[config.mk]
export PLATFORM = sky130hd
export DESIGN_NAME = mult16_pp_seq
export DESIGN_NICKNAME = d
export VERILOG_FILES = /design/src/rtl/mult16_pp_seq_pkg.sv /design/src/rtl/mult16_pp_seq_mult_half.sv /design/src/rtl/mult16_pp_seq.sv
export SDC_FILE = /design/constraint.sdc
export NUM_CORES = 1
export LEC_CHECK = 0
export CAP_MARGIN = 30
export CORE_ASPECT_RATIO = 0.5
export CORE_MARGIN = 8
export CORE_UTILIZATION = 55
export DETAILED_ROUTE_END_ITERATION = 8
export GPL_TIMING_DRIVEN = 0
export PLACE_DENSITY_LB_ADDON = 0.08
export RECOVER_POWER = 25
export SKIP_LAST_GASP = 1
export SYNTH_ARGS = -nofsm -noshare
export SYNTH_HDL_FRONTEND = slang
export SYNTH_SLANG_ARGS = --single-unit
[constraint.sdc]
create_clock -name clk -period 15.01 [get_ports clk]
set_input_delay 3.7525 -clock clk [delete_from_list [all_inputs] [get_ports clk]]
set_output_delay 3.7525 -clock clk [all_outputs]
set_load 0.05 [all_outputs]
[src/rtl/mult16_pp_seq_pkg.sv]
// Shared constants for the sequential partial-product generator:
// FSM state encoding, partial-product select codes and default operand width.
package mult16_pp_seq_pkg;

   localparam int N_DEF = 16;

   typedef enum logic [1:0] {
      IDLE = 2'd0,
      MUL  = 2'd1,
      DONE = 2'd2
   } state_e;

   localparam logic [1:0] PP_LL = 2'd0;
   localparam logic [1:0] PP_HL = 2'd1;
   localparam logic [1:0] PP_LH = 2'd2;
   localparam logic [1:0] PP_HH = 2'd3;

endpackage

[src/rtl/mult16_pp_seq_mult_half.sv]
// Combinational unsigned H x H -> 2H multiplier, kept separate so it can be
// retargeted to a DSP slice or LUT fabric without touching the control logic.
module mult_half #(
   parameter int H = 8
) (
   input  logic [H-1:0]   x,
   input  logic [H-1:0]   y,
   output logic [2*H-1:0] p
);

   assign p = x * y;

endmodule

[src/rtl/mult16_pp_seq.sv]
// Sequential partial-product generator: one accepted operand pair yields four
// half-width products over four cycles through a single shared multiplier.
module mult16_pp_seq
   import mult16_pp_seq_pkg::*;
#(
   parameter int N = N_DEF
) (
   input  logic         clk,
   input  logic         rst_n,
   input  logic         in_valid,
   output logic         in_ready,
   input  logic [N-1:0] a,
   input  logic [N-1:0] b,
   output logic         out_valid,
   input  logic         out_ready,
   output logic [N-1:0] prod1,
   output logic [N-1:0] prod2,
   output logic [N-1:0] prod3,
   output logic [N-1:0] prod4
);

   localparam int H = N / 2;

   state_e       state_q, state_d;
   logic [1:0]   k_q, k_d;
   logic [N-1:0] a_q, a_d, b_q, b_d;
   logic [N-1:0] prod1_q, prod1_d, prod2_q, prod2_d;
   logic [N-1:0] prod3_q, prod3_d, prod4_q, prod4_d;
   logic         out_valid_q, out_valid_d;

   logic         accept;
   logic [H-1:0] mul_x, mul_y;
   logic [N-1:0] mul_p;

   assign in_ready = (state_q == IDLE) | ((state_q == DONE) & out_ready);
   assign accept   = in_valid & in_ready;

   // k[0] picks the high half of a, k[1] the high half of b
   assign mul_x = k_q[0] ? a_q[N-1:H] : a_q[H-1:0];
   assign mul_y = k_q[1] ? b_q[N-1:H] : b_q[H-1:0];

   mult_half #(.H(H)) u_mult_half (
      .x (mul_x),
      .y (mul_y),
      .p (mul_p)
   );

   always_comb begin
      state_d = state_q;
      k_d     = k_q;
      a_d     = a_q;
      b_d     = b_q;
      prod1_d = prod1_q;
      prod2_d = prod2_q;
      prod3_d = prod3_q;
      prod4_d = prod4_q;

      case (state_q)
         IDLE: begin
            if (accept) begin
               a_d     = a;
               b_d     = b;
               k_d     = 2'd0;
               state_d = MUL;
            end
         end
         MUL: begin
            case (k_q)
               PP_LL:   prod1_d = mul_p;
               PP_HL:   prod2_d = mul_p;
               PP_LH:   prod3_d = mul_p;
               default: prod4_d = mul_p;
            endcase
            k_d = k_q + 2'd1;
            if (k_q == PP_HH) begin
               state_d = DONE;
            end
         end
         DONE: begin
            if (out_ready) begin
               if (in_valid) begin
                  a_d     = a;
                  b_d     = b;
                  k_d     = 2'd0;
                  state_d = MUL;
               end else begin
                  state_d = IDLE;
               end
            end
         end
         default: state_d = IDLE;
      endcase

      out_valid_d = (state_d == DONE);
   end

   always_ff @(posedge clk or negedge rst_n) begin
      if (!rst_n) begin
         state_q     <= IDLE;
         k_q         <= 2'd0;
         a_q         <= '0;
         b_q         <= '0;
         prod1_q     <= '0;
         prod2_q     <= '0;
         prod3_q     <= '0;
         prod4_q     <= '0;
         out_valid_q <= 1'b0;
      end else begin
         state_q     <= state_d;
         k_q         <= k_d;
         a_q         <= a_d;
         b_q         <= b_d;
         prod1_q     <= prod1_d;
         prod2_q     <= prod2_d;
         prod3_q     <= prod3_d;
         prod4_q     <= prod4_d;
         out_valid_q <= out_valid_d;
      end
   end

   assign out_valid = out_valid_q;
   assign prod1     = prod1_q;
   assign prod2     = prod2_q;
   assign prod3     = prod3_q;
   assign prod4     = prod4_q;

endmodule
==> results of run 1 <==
[cell families (layout without fill, tap and decap cells)]
group	Yosys count	count (layout)	share of synthesized area (%)
simple gates	147	147	10.6
flops	101	101	42.1
buf+inv	72	190	4.92
mux	65	65	11.9
xor+xnor	11	11	1.61
fa+ha+maj	77	77	20.6
compound gates	88	88	8.28
[area by class of cell]
type	instances	share of cell area [%]
clock inverter	6	0.737
inverter	51	2.56
tap	145	2.43
sequential	101	33.8
timing repair buffer	102	13.5
clock buffer	10	3.07
multi-input combinational	388	42.5
buffer	21	1.34
[worst register-to-register path, cell delays in order, from the launching register on]
cell,delay (ps)
dfrtp_1,450
clkbuf_1,540
mux2i_1,830
nor2_1,150
fa_1,560
inv_1,50
fa_1,480
inv_1,60
fa_1,530
inv_1,50
fa_1,530
inv_1,40
ha_1,360
a21o_1,180
a21oi_1,220
nand2_1,180
a221oi_2,500
o21ai_1,140
[cell usage in the layout (no fill, tap or decap), drive strengths merged, types with 14 or more instances in the layout]
master           n
dfrtp          101
clkdlybuf4s50  100
nand2           69
o21ai           61
inv             53
mux2            49
nor2            47
ha              41
fa              36
clkbuf          22
mux2i           16
or2             14
[flip-flops by register name (all words and copies together), names as in the netlist]
register / count
prod3: 16
k_q: 2
b_q: 16
a_q: 16
prod1: 16
out_valid: 1
state_q: 2
prod2: 16
prod4: 16
[path summary, 6_finish.rpt]
check / start / to / slack, ps / cells past startpoint
setup / recovery: out_ready / in_ready / 5920 / 4
hold / removal: prod4[8] / prod4[8] / 480 / 2
setup reg to reg: k_q[1] / prod4[13] / 9030 / 17
hold reg to reg: prod4[8] / prod4[8] / 480 / 2
max in group asynchronous: rst_n / prod4[10] / 7040 / 2
min in group asynchronous: rst_n / a_q[11] / 3740 / 1
[synth_stat cells (4+ instances only)]
cell / number
dfrtp_1: 101
nand2_1: 69
inv_1: 51
mux2_2: 49
nor2_1: 47
o21ai_0: 43
ha_1: 41
fa_1: 36
o21ai_1: 18
mux2i_1: 16
or2_2: 14
a21oi_1: 12
buf_2: 11
clkbuf_1: 7
xor2_1: 6
nand2b_1: 5
xnor2_1: 5
a211oi_1: 4
[routing by layer]
metal	part of all wire, %	global-route usage, %	vias to the layer above	wire [um]
li1	-	-	2079	-
met1	50	28.5	2130	6790
met2	42	28.5	132	5690
met3	7.9	5.14	8	1080
met4	0.70	4.06	0	96
met5	0	0	-	0
[metrics by stage]
stage	cell area [sq um]	setup WS [ps]	utilization [%]	instances
after floorplan	6000	6660	-	561
after global placement	7190	5940	66.5	807
after detailed placement	7220	5910	66.7	808
after CTS	7500	5900	69.4	824
after global routing	7470	5840	69.1	824
final	7470	5920	69.1	824
==> reports/summary.txt, run 1 <==
critical path data arrival time -> 5340 ps
Core Footprint -> 10,800 sq um
Reg area -> 2530 sq um
post-route antenna net violation count -> 0
Worst-Margin Slew -> 3760 ps
Die W -> 164 um
clk buf depth -> 2
Final Max Slew Viols -> 74
drt drc -> 0
vias in the first global route -> 4,468
Final Hold Fails -> 0
filler cell count -> 855
GR Overflow Total -> 0
# diodes -> 0
Netlist cell types -> 36
CTS root buf -> clkbuf_16
Synth top area share -> 42.1%
CP max-delay cell -> clkdlybuf4s50_1
cells after synthesis -> 561
CTS tree -> yes
DR iter-0 viols -> 184
Std-Cell Rows -> 27
total clock sinks -> 101
worst hold slack -> 482 ps
crit-path most repeated cell -> clkdlybuf4s50_1
clock skew after layout -> 10.8 ps
vias -> 4,349
Area contributors post-synth -> dfrtp_1 (42%), fa_1 (12%), mux2_2 (9.2%), ha_1 (8.6%), nand2_1 (4.3%)
H-tree levels -> 3
syn_area_per_cell -> 10.7 sq um
Tcrit/Tclk final -> 60.5%
nets -> 787
post-synth top area cell -> dfrtp_1
Netlist Area Pre-Place -> 6000 sq um
DIE AREA -> 14,700 sq um
critical path's top delay family -> buffers and inverters
WP data required -> 11,260 ps
global-route usage over all layers -> 19.5%
first-pass iteration count of the detailed router -> 4
Max Cap Viol -> 1
Yosys reg bits -> 101
Post-CTS Setup Bufs -> 0
CP Max Fanout -> 3
io pins -> 102
starting density of the core -> 55.5%
Tmin final -> 9090 ps
fmax -> 110 MHz
RSZ-0062 raised after global routing -> false
run status -> finished, violations left
crit end category -> primary output
share of cells above drive strength 1 -> 13.8%
Setup violations, final -> 0
failing checks -> capacitance limit, slew limit
RePlAce Congestion -> 0.818
FFs w/ async S/R, synth -> 100%
syn nets -> 674
Synth Warn # -> 0
initial antenna violation count -> 0
first-pass GRT wire length -> 23,000 um
clock buffers created by TritonCTS -> 9
Setup Total Neg Slack -> 0 ps
share of the yosys chip area belonging to registers -> 42.1%
Layout area overhead -> 24.5%
CP Class -> primary input to primary output
hold_buf cts -> 0
Post-synth EDFFs -> 0
crit-path cells -> clkdlybuf4s50_1 -> nand2b_1 -> nor2b_1 -> clkdlybuf4s50_1
HPWL after DPL -> 10,600 um
drt total wl -> 13,700 um
Via density -> 5.28
IO Port Bufs -> 101
CP bufs+invs -> 2
largest net degree at the start of global routing -> 74
startpoint types -> primary input
worst min path class -> register to register
CTS-repair resized insts -> 0
Die Y -> 89.8 um
worst-skew pair later-pin latency -> 350 ps
crit-path max cell delay -> 830 ps
multi-input logic area -> 3180 sq um
Primary FF master, synth -> dfrtp_1
Max-slew headroom -> -150%
Worst-path clk slew -> 70 ps
routed length per instance -> 16.6 um
Power of run 1 is not shown: default switching activity piles up to over one toggle a cycle in this logic, so the estimate is an artifact.
==> inputs of run 2 (changes only) <==
- CORE_UTILIZATION: 55 -> 54
- clock period: 15.01 -> 9.4 ns (I/O delays scaled with it)
==> run 2 against run 1 <==
Register-to-register slack got worse by 5700 ps. Via count about the same. First-iteration DRC count increased by 5.4%. Utilization decreased by 0.66 points. Sequential share of layout area about the same. Critical path depth decreased by 2. Critical endpoint is now b_q[13]. Worst hold slack got worse by 2.5 ps. The flow still finishes with violations (capacitance limit, slew limit). Final area about the same. Die area increased by 1.6%. Flip-flop and latch count unchanged. Critical path type is now primary input to asynchronous set/reset pin. Wire length increased by 0.79%. Largest cell class unchanged.
==> reports/summary.txt, run 2 (synthesis gave the netlist of run 1 again) <==
crit-path cells -> clkbuf_1 -> clkbuf_1
HPWL after DPL -> 10,600 um
clk buf depth -> 2
CP max-delay cell -> clkbuf_1
H-tree levels -> 3
Worst-Margin Slew -> 3180 ps
GR Overflow Total -> 0
commonest non-fill, non-tap cell in the layout -> dfrtp_1
fmax -> 155 MHz
Setup crit start -> rst_n
Core Footprint -> 10,900 sq um
worst min path class -> register to register
RSZ-0062 raised after global routing -> false
DIE AREA -> 14,900 sq um
CTS-repair resized insts -> 0
first-pass GRT wire length -> 23,100 um
worst-skew pair later-pin latency -> 360 ps
clock skew after layout -> 16.1 ps
post-placement setup slack -> 3140 ps
DR iter-0 viols -> 194
post-route antenna net violation count -> 0
Layout area overhead -> 24.5%
vias -> 4,352
RePlAce Congestion -> 0.831
run status -> finished, violations left
# diodes -> 0
Std-Cell Rows -> 27
IO Port Bufs -> 101
Max Cap Viol -> 2
Post-CTS Setup Bufs -> 0
Die W -> 165 um
share of cells above drive strength 1 -> 13.9%
CTS tree -> yes
Max-slew headroom -> -112%
crit-path max cell delay -> 2330 ps
hold_buf cts -> 0
Final Max Slew Viols -> 104
global-route usage over all layers -> 19.4%
initial antenna violation count -> 0
failing checks -> capacitance limit, slew limit
WP depth -> 2
io pins -> 102
first-pass iteration count of the detailed router -> 4
total clock sinks -> 101
Tmin final -> 6470 ps
CP Max Fanout -> 60
FF-to-FF path depth -> 17
critical path's top delay family -> buffers and inverters
Final Hold Fails -> 0
CTS root buf -> clkbuf_16
Setup violations, final -> 0
Worst-path clk slew -> 70 ps
filler cell count -> 881
multi-input logic area -> 3180 sq um
final setup margin -> 2930 ps
worst hold slack -> 480 ps
CP Class -> primary input to asynchronous set/reset pin
nets -> 787
starting density of the core -> 55.0%
drt total wl -> 13,800 um
CP bufs+invs -> 2
Die Y -> 90.5 um
drt drc -> 0
crit end category -> asynchronous set/reset pin
startpoint types -> primary input
largest net degree at the start of global routing -> 61
Setup Total Neg Slack -> 0 ps
hold path start -> prod3[10]
vias in the first global route -> 4,460
final core occ -> 68.4%
Tcrit/Tclk final -> 68.8%
WP data required -> 9150 ps
clock buffers created by TritonCTS -> 9
critical path data arrival time -> 6220 ps
launch point of the worst reg-to-reg path -> k_q[0]
Reg area -> 2530 sq um
routed length per instance -> 16.7 um
Hold Path Depth -> 2
commonest non-fill, non-tap cells in the layout -> dfrtp_1 (101), clkdlybuf4s50_1 (100), nand2_1 (69), inv_1 (51), mux2_2 (49)
Via density -> 5.29
crit-path most repeated cell -> clkbuf_1
==> run 2: changes by cell type in the layout (fill, tap and decap cells not counted) <==
cell	change
clkbuf_1	-1
clkinvlp_4	-1
inv_6	+1
==> run 2: metrics by stage <==
stage               cells  cell area [sq um]
floorplan             561               6000
global placement      807               7190
detailed placement    808               7220
CTS                   823               7500
global route          823               7470
finish                823               7470
==> run 2: path summary, 6_finish.rpt <==
path                             end  slack [ps]
max                          b_q[13]        2930
min                        prod3[10]         480
max reg2reg                prod4[13]        3370
max in group clk            in_ready        3140
min in group asynchronous   prod1[7]        2600
min reg2reg                prod3[10]         480
==> run 2: worst register-to-register path, delay by kind of cell, from the launching register on <==
kind / cells / cell delay (ps)
mux: 1 / 820
buf+inv: 5 / 740
compound gates: 4 / 1020
fa+ha+maj: 5 / 2470
flops: 1 / 480
simple gates: 2 / 370
==> run 2: final cells by class <==
class                           instances  area share [%]
Timing Repair Buffer                  102            13.5
Sequential cell                       101            33.9
Buffer                                 21            1.34
Clock buffer                            9            3.02
Inverter                               51            2.56
Multi-Input combinational cell        388            42.5
Clock inverter                          6           0.754
Tap cell                              145            2.43
==> run 2: metal layers <==
layer  vias to the layer above  GRT usage (%)  share of wire [%]
met2                       158           26.5                 40
met3                        16           5.00                9.3
met1                      2105           30.2                 50
met5                         -              0                  0
met4                         0           3.28               0.84
li1                       2073              -                  -
Power of run 2 is left out for the same reason.
==> inputs of run 3 (changes only) <==
- clock period: 9.4 -> 6.3 ns (I/O delays scaled with it)
==> run 3 against run 2 <==
The run still ends with capacitance limit, slew limit left. Cell count is the same. Critical endpoint is now prod1[14]. Global-route usage unchanged. Worst hold slack about the same.
==> reports/summary.txt, run 3 (synthesis gave the netlist of run 1 again) <==
clock buffers created by TritonCTS -> 9
drt total wl -> 13,800 um
Max Cap Viol -> 2
crit-path max cell delay -> 750 ps
largest net degree at the start of global routing -> 61
Std-Cell Rows -> 27
post-placement setup slack -> 524 ps
crit-path cells -> buf_2 -> mux2i_1 -> nor2_1 -> fa_1 -> inv_1 -> fa_1 -> inv_1 -> fa_1 -> inv_1 -> fa_1 -> inv_1 -> ha_1 -> o21ai_0 -> o2bb2ai_1 -> nor3_2 -> a31oi_1 -> xor2_1 -> o21ai_1
H-tree levels -> 3
Final Max Slew Viols -> 104
Layout area overhead -> 24.7%
filler cell count -> 876
failing checks -> capacitance limit, slew limit
RePlAce Congestion -> 0.831
Setup violations, final -> 0
clock skew after layout -> 15.6 ps
worst min path class -> register to register
IO Port Bufs -> 101
WP depth -> 18
CP max-delay cell -> mux2i_1
hold_buf cts -> 0
total clock sinks -> 101
Worst-Margin Slew -> 2640 ps
RSZ-0062 raised after global routing -> false
critical path's top delay family -> adder cells
CTS-repair resized insts -> 0
critical path data arrival time -> 5970 ps
commonest non-fill, non-tap cells in the layout -> dfrtp_1 (101), clkdlybuf4s50_1 (100), nand2_1 (69), inv_1 (51), mux2_2 (49)
Post-CTS Setup Bufs -> 0
fmax -> 174 MHz
initial antenna violation count -> 0
first-pass iteration count of the detailed router -> 4
routed length per instance -> 16.7 um
Tmin final -> 5740 ps
Die Y -> 90.5 um
worst-skew pair later-pin latency -> 360 ps
Via density -> 5.28
io pins -> 102
final setup margin -> 557 ps
placed instance area -> 7220 sq um
CTS tree -> yes
crit end category -> register
share of cells above drive strength 1 -> 14.3%
DIE AREA -> 14,900 sq um
CP bufs+invs -> 5
global-route usage over all layers -> 19.4%
Hold Path Depth -> 2
WP data required -> 6520 ps
FF-to-FF path depth -> 18
vias in the first global route -> 4,460
clk buf depth -> 2
commonest non-fill, non-tap cell in the layout -> dfrtp_1
CP Class -> register to register
drt drc -> 0
startpoint types -> register
GR Overflow Total -> 0
Worst-path clk slew -> 70 ps
CP Max Fanout -> 10
first-pass GRT wire length -> 23,100 um
Max-slew headroom -> -76.5%
Tcrit/Tclk final -> 91.2%
# diodes -> 0
Final Hold Fails -> 0
CTS root buf -> clkbuf_16
nets -> 787
vias -> 4,342
Die W -> 165 um
run status -> finished, violations left
HPWL after DPL -> 10,600 um
post-route antenna net violation count -> 0
DR iter-0 viols -> 172
Core Footprint -> 10,900 sq um
starting density of the core -> 55.0%
fin area -> 7480 sq um
run 3: cell types whose count changed in the layout (fill, tap and decap cells not counted):
cell / before / now
dlymetal6s2s_1: 0 / 1
clkbuf_1: 12 / 8
buf_2: 8 / 11
run 3: cell type report:
| class | instances | area, sq um | area share (%) |
|---|---|---|---|
| flip-flops and latches | 101 | 2530 | 33.8 |
| plain buffers | 21 | 104 | 1.39 |
| clock inverters | 6 | 56.3 | 0.753 |
| inverters | 51 | 191 | 2.56 |
| repair buffers | 102 | 1020 | 13.6 |
| multi-input cells | 388 | 3180 | 42.5 |
| clock buffers | 9 | 225 | 3.01 |
| well taps | 145 | 181 | 2.43 |
run 3: worst paths after layout:
path / endpoint / slack, ps / startpoint
min in group asynchronous: prod1[7] / 1830 / rst_n
worst min register to register: prod3[10] / 480 / prod3[10]
worst max register to register: prod1[14] / 560 / k_q[0]
max in group asynchronous: b_q[13] / 1040 / rst_n
worst max-delay path: prod1[14] / 560 / k_q[0]
worst min-delay path: prod3[10] / 480 / prod3[10]
run 3: worst min-delay path: cells and delay by family (launching register included):
family           cells  cell delay (ps)
AND/OR/NAND/NOR      1               40
flip-flops           1              340
AO/OA/AOI/OAI        1               60
run 3: layer usage:
| layer | global-route usage, % | share of wire (%) |
|---|---|---|
| met1 | 30.2 | 50 |
| met2 | 26.5 | 40 |
| met3 | 5.00 | 8.8 |
| met4 | 3.28 | 1.1 |
| met5 | 0 | 0 |
run 3: per-stage QoR:
step / utilization, % / instances / hold WS [ps] / TNS (ps)
after global routing: 68.5 / 823 / 507 / 0
after global placement: 65.9 / 807 / 461 / -1880
after detailed placement: 66.1 / 808 / 470 / 0
final: 68.5 / 823 / 480 / 0
after floorplan: - / 561 / 445 / 0
after CTS: 68.7 / 823 / 486 / 0
Power of run 3 is left out for the same reason.
